`src/rtl/mem_stage_ctrl.sv`:
```
// mem_stage_ctrl: memory-stage req/ack sequencer with pipeline stall and timeout; MEM_STALL_CNT_EN adds a saturating stall counter
module mem_stage_ctrl #(
  parameter ADDR_W = 32,
  parameter DATA_W = 32,
  parameter TIMEOUT = 255
`ifdef MEM_STALL_CNT_EN
  , parameter CNT_W = 32
`endif
) (
  input  logic              clk_i,
  input  logic              rst_i,
  input  logic [1:0]        m_i,
  input  logic [ADDR_W-1:0] addr_i,
  input  logic [DATA_W-1:0] wdata_i,
  output logic              mem_req_o,
  output logic              mem_we_o,
  output logic [ADDR_W-1:0] mem_addr_o,
  output logic [DATA_W-1:0] mem_wdata_o,
  input  logic              mem_ack_i,
  input  logic [DATA_W-1:0] mem_rdata_i,
  output logic [DATA_W-1:0] rdata_o,
  output logic              stall_o,
`ifdef MEM_STALL_CNT_EN
  output logic [CNT_W-1:0]  stall_cnt_o,
`endif
  output logic              err_o
);
  localparam TW = $clog2(TIMEOUT + 1);
  localparam logic [1:0] IDLE = 2'd0, ACCESS = 2'd1, DONE = 2'd2;
  logic [1:0]    r_state;
  logic [TW-1:0] r_cnt;
  logic          w_stall;
  assign w_stall = !rst_i && ((r_state == IDLE && m_i != 2'b00) || r_state == ACCESS);
  assign stall_o = w_stall;
  always_ff @(posedge clk_i) begin
    if (rst_i) begin
      r_state     <= IDLE;
      r_cnt       <= '0;
      mem_req_o   <= 1'b0;
      mem_we_o    <= 1'b0;
      mem_addr_o  <= '0;
      mem_wdata_o <= '0;
      rdata_o     <= '0;
      err_o       <= 1'b0;
    end else if (r_state == IDLE) begin
      if (m_i != 2'b00) begin
        r_state     <= ACCESS;
        mem_addr_o  <= addr_i;
        mem_wdata_o <= wdata_i;
        mem_we_o    <= m_i == 2'b01;
        mem_req_o   <= 1'b1;
        r_cnt       <= '0;
      end
    end else if (r_state == ACCESS) begin
      // ack beats a simultaneous timeout
      if (mem_ack_i) begin
        r_state   <= DONE;
        mem_req_o <= 1'b0;
        if (!mem_we_o) rdata_o <= mem_rdata_i;
      end else if (r_cnt == TW'(TIMEOUT - 1)) begin
        r_state   <= DONE;
        mem_req_o <= 1'b0;
        err_o     <= 1'b1;
        rdata_o   <= '0;
      end else begin
        r_cnt <= r_cnt + TW'(1);
      end
    end else begin
      r_state <= IDLE;
    end
  end
`ifdef MEM_STALL_CNT_EN
  always_ff @(posedge clk_i) begin
    if (rst_i) stall_cnt_o <= '0;
    else if (w_stall && !(&stall_cnt_o)) stall_cnt_o <= stall_cnt_o + CNT_W'(1);
  end
`endif
endmodule
```
`config.mk`:
```
export PLATFORM = sky130hd
export DESIGN_NAME = mem_stage_ctrl
export DESIGN_NICKNAME = d
export VERILOG_FILES = /design/src/rtl/mem_stage_ctrl.sv
export SDC_FILE = /design/constraint.sdc
export NUM_CORES = 1
export LEC_CHECK = 0
export CAP_MARGIN = 0
export CORE_UTILIZATION = 60
export DETAILED_ROUTE_END_ITERATION = 8
export DONT_BUFFER_PORTS = 1
export HOLD_SLACK_MARGIN = 0.05
export PLACE_DENSITY = 0.77
export SLEW_MARGIN = 0
export SYNTH_ARGS = -nofsm -noshare
export SYNTH_HDL_FRONTEND = slang
export SYNTH_SLANG_ARGS = --single-unit
```
`constraint.sdc`:
```
create_clock -name clk_i -period 3.3 [get_ports clk_i]
set_input_delay 0.33 -clock clk_i [delete_from_list [all_inputs] [get_ports clk_i]]
set_output_delay 0.33 -clock clk_i [all_outputs]
set_load 0.03 [all_outputs]
```
Word-level counts from Yosys, hierarchy flattened

Index checks and enable logic that the tools add are counted.

Flip-flop bits (word level): 109
Bits of input ports: 101
Output and inout bits: 100
Word-level logic and storage cells: 52

$add $sub $neg: 1
Eq/ne operators: 8
Mux-type cells: 18
Bitwise gates (word level): 2
Reductions and logical operators: 15

Operators by type and width:

| cell                                                  | count |
|---|---|
| 2-to-1 mux 32 bit                                     | 3 |
| 2-to-1 mux 8 bit                                      | 5 |
| AND reduction 4 bit                                   | 3 |
| 2-to-1 mux 2 bit                                      | 5 |
| adder 8 x 1 -> 8 bit, second input constant           | 1 |
| equality test 8 bit, second input constant            | 1 |
| nonzero test 2 bit                                    | 3 |
| 2-to-1 mux 1 bit                                      | 5 |
| equality test 2 x 1 -> 1 bit, second input constant   | 2 |
| inequality test 2 x 1 -> 1 bit, second input constant | 2 |
| inequality test 2 bit, second input constant          | 2 |
| inequality test 4 x 3 -> 1 bit, second input constant | 1 |
| AND reduction 2 bit                                   | 2 |
| AND reduction 3 bit                                   | 1 |
| nonzero test 3 bit                                    | 1 |
| logical AND 1 bit                                     | 2 |
| zero test 2 bit                                       | 1 |
| inverter 1 bit                                        | 2 |
| zero test 1 bit                                       | 1 |
| logical OR 1 bit                                      | 1 |

Logic depth before layout (Yosys ltp)

Depth after elaboration: 5
Depth in mapped cells: 7
Depth with buffers taken out: 6

Least setup slack after synthesis

OpenSTA, ideal clock, no wires.

Path type: reg2out
From: register r_state[1]
To: output stall_o
Arrival: 1.547 ns
Required time: 2.970 ns
Slack: 1.423 ns
Stages on the path, launching flop included: 5
Buffers on the path: 1
Cells stage by stage: dfxtp_1 > nor2_1 > o21ai_2 > clkbuf_1 > a21oi_1

Word-level cells in the longest chain between the ends: 4
Elaborated cells between the ends (all ways): 5
Those cells by class: 1 x eq/ne; 4 x reduce/logical

Ends and longest elaborated chain:

| what                   | line | RTL |
|---|---|---|
| start, declared        | 30   | `logic [1:0] r_state;` |
| start signal, assigned | 37   | `r_state <= IDLE;` |
| start signal, assigned | 47   | `r_state <= ACCESS;` |
| start signal, assigned | 57   | `r_state <= DONE;` |
| zero test 2 bit        | 33   | `assign w_stall = !rst_i && ((r_state == IDLE && m_i != 2'b00) \|\| r_state == ACCESS);` |
| logical AND 1 bit      | 33   |  |
| logical OR 1 bit *     | 33   |  |
| logical AND 1 bit *    | 33   |  |
| end, declared          | 22   | `output logic stall_o,` |

Mark *: on every way between the ends. The rest lies on a longest branch, timed or not.

Worst setup path after layout

Ends and elaborated chain as after synthesis.

==> metrics.md <==
| Metric | Value |
|---|---|
| Result of the run | finished, final reports clean |
| Max capacitance violation total | 0 |
| Clock network latency to the later pin of the worst-skew pair | roughly 0.35 ns |
| Source of the critical timing path | r_state[1] |
| Via-to-Cell Ratio | around 6 |
| Final antenna-violating net count | 0 |
| Required time reported for the critical path endpoint | around 3.0 ns |
| Root Buffer | clkbuf_8 |
| Signal arrival time at the worst endpoint | around 1.9 ns |
| CTS tree | done |
| Die outline area | 6710 um2 |
| H-tree levels | 3 |
| Path category of the worst min-delay check | input pin to flip-flop |
| Startpoint of the worst register-to-register path | r_state[1] |
| TritonCTS Sinks | roughly 110 |
| DRC violations left | 0 |
| Ratio of total power to cell area | approximately 640 nW/um2 |
| Site Rows | 28 |
| Post-synth EDFFs | 0 |
| Global routing usage summed across all routing layers | between 20% and 30% |
| Total Power Consumption | 0.00257 W |
| Final setup viols | 0 |
| Slew margin rel. | around 28% |
| Ratio of final minimum period to clock period | approximately two thirds |
| Clock period minus worst slack | ~2.2 ns |
| Num ports | ~200 |
| Half-perimeter wire length of the detailed placement result | a little under 6000 um |
| CP endpoint kind | output pin |
| Vias | 2933 |
| Antenna violations before repair | 0 |
| Critical path, cell by cell | nor2_1 -> o21ai_4 -> a21oi_1 |
| Setup slack after layout | 1.12 ns |
| Max Fclk | approximately 460 MHz |
| Synthesized instance count | 424 |
| Setup Crit Path Kind | flip-flop to output pin |
| Cells after DPL | 474 |
| Buf+Inv Stages, Crit Path | 0 |
| Drt total wl | between 8000 and 9000 um |
| Most frequent cells after synthesis | 131 x nand2_1, 109 x dfxtp_1, 76 x a21oi_1, 32 x a22o_1, 15 x clkbuf_1 |
| Biggest fanout along the worst timing path | 7 |
| Setup slack at placement | roughly 1.3 ns |
| Slowest library cell on the worst path | a21oi_1 |
| Most common cell in the synthesized netlist | nand2_1 |
| Number of distinct standard cells referenced by the synthesized netlist | 30 |
| Area delta synth->final | 4.93% |
| Synthesized net count | about 530 |
| Wirelength per Cell | approximately 17 um |
| Post-synth design cell area | between 3000 and 4000 um2 |
| Top_reg_cell synth | dfxtp_1 |
| Largest area contributor in the synthesized netlist | dfxtp_1 |
| Largest delay share family, worst path | compound AO/OA/AOI/OAI gates |
| Starting utilization of the core area | ~64% |
| Setup repair after global routing missed its margin | no |
| Top area cells in the synthesized netlist | dfxtp_1 57%, nand2_1 13%, a21oi_1 9.9% |
| Count of port buffers added during placement | 0 |
| Yosys reg bits | approximately 110 |
| Wire length of the first global-routing pass | 11900 um |
| Layout Skew | around 0.0080 ns |
| Startpoint types | flip-flop |
| Post-synth ARST share | 0% |
| Worst stage delay on the critical path | roughly 0.55 ns |
| Number of nets at the end of the flow | between 500 and 600 |
| Routability cong. | about 0.78 |
| Slew @ Worst Pin | ~1.1 ns |
| TritonCTS buffer count | 9 |
| Width of the die | about 80 um |
| Slew Viols, Final | 0 |
| Leakage power of the design | ~1.5 nW |
| Share of cells above drive strength 1 | about 6.7% |
| Hold_sp | wdata_i[16] |
| Chip height | 81.9 um |
| Gates resized, CTS repair | 0 |
| Total global routing overflow | 0 |
| Sequential fraction of the synthesis area | 56.9% |
| Pin count of the biggest net entering global routing | between 70 and 80 |
| Maximum VDD drop | between 400 and 500 uV |
| Fin. Hold Viols | 0 |
| Core outline area | approximately 6000 um2 |
| Share of Yosys cell area claimed by the top area cell type | 56.9% |
| Clock buffer depth | 2 |
| Number of standard cells in the final layout excluding fillers | between 400 and 500 |
| Yosys warnings | 0 |
| Synthesized area per cell | about 9 um2 |
| Via count of the first global-routing pass | between 2000 and 3000 |
| Post-layout util | roughly two thirds |
| Setup TNS | 0 ns |
| Ant. Diodes | 0 |
| 1st-pass router iterations | 4 |
| Register clock-pin slew on the reported worst setup and hold paths | about 0.1 ns |
| Detailed Route Iter0 Violations | ~130 |
-- where the power goes --
part	total, W	internal (W)	switching, W
clock	0.000712	0.000282	0.000430
sequential	0.00163	0.00140	0.000228
combinational	0.000230	0.0000807	0.000149
-- final timing paths --
kind                      to  slack [ns]  cells past startpoint
max                  stall_o        1.12                      3
min          mem_wdata_o[16]         0.1                      2
max reg2reg  mem_wdata_o[25]        1.19                      5
min reg2reg         r_cnt[0]        0.51                      2
-- through the flow --
stage          area [um2]  hold slack, ns
2_1_floorplan        3830           0.427
3_3_place_gp         3810           0.403
3_5_place_dp         3810           0.405
4_1_cts              4020          0.0783
5_1_grt              4020          0.0728
6_report             4020          0.0973
-- per-layer routing --
metal	share of wire (%)	vias up	GRT usage (%)
li1	-	1427	-
met1	38	1340	26.9
met2	49	155	38.8
met3	11	11	10.0
met4	1.4	0	10.5
met5	0	-	0
-- sequential cells by signal (all words and copies together), names as in the netlist --
| name | flops |
|---|---|
| mem_addr_o | 32 |
| mem_wdata_o | 32 |
| mem_req_o | 1 |
| mem_we_o | 1 |
| r_cnt | 8 |
| r_state | 2 |
| rdata_o | 32 |
| err_o | 1 |
-- area by class of cell --
cell class / count / area [um2]
clock buffers: 10 / 128
clock inverters: 6 / 47.5
fillers: 506 / 2000
inverters: 2 / 7.51
multi-input cells: 284 / 1500
flip-flops and latches: 109 / 2180
well taps: 75 / 93.8
repair buffers: 6 / 67.6
-- cells by family (layout without fill, tap and decap cells) --
| kind of cell | count (synthesis) | in the layout | share of synthesized area [%] |
|---|---|---|---|
| AO/OA/AOI/OAI | 127 | 127 | 21.0 |
| adder cells (fa/ha/maj) | 2 | 2 | 0.652 |
| buffers and inverters | 31 | 24 | 4.44 |
| flip-flops | 109 | 109 | 56.9 |
| AND/OR/NAND/NOR | 155 | 155 | 17.0 |
-- cells in the final DEF (no fill, tap or decap), types with 3 or more instances in the layout --
master | synthesis | routed
nand2_1 | 131 | 131
dfxtp_1 | 109 | 109
a21oi_1 | 76 | 76
a22o_1 | 32 | 32
clkbuf_8 | 0 | 9
nand3_1 | 7 | 7
nor2_1 | 4 | 4
nor3_1 | 4 | 4
o21ai_0 | 4 | 4
buf_4 | 7 | 4
a311oi_1 | 3 | 3
-- timing repair --
item,CTS,global route
endpoints found under the setup margin,0,0
hold endpoints to repair,77,0
hold buffers,2,0
buffers inserted,0,0
(Power assumes the default switching activity.)
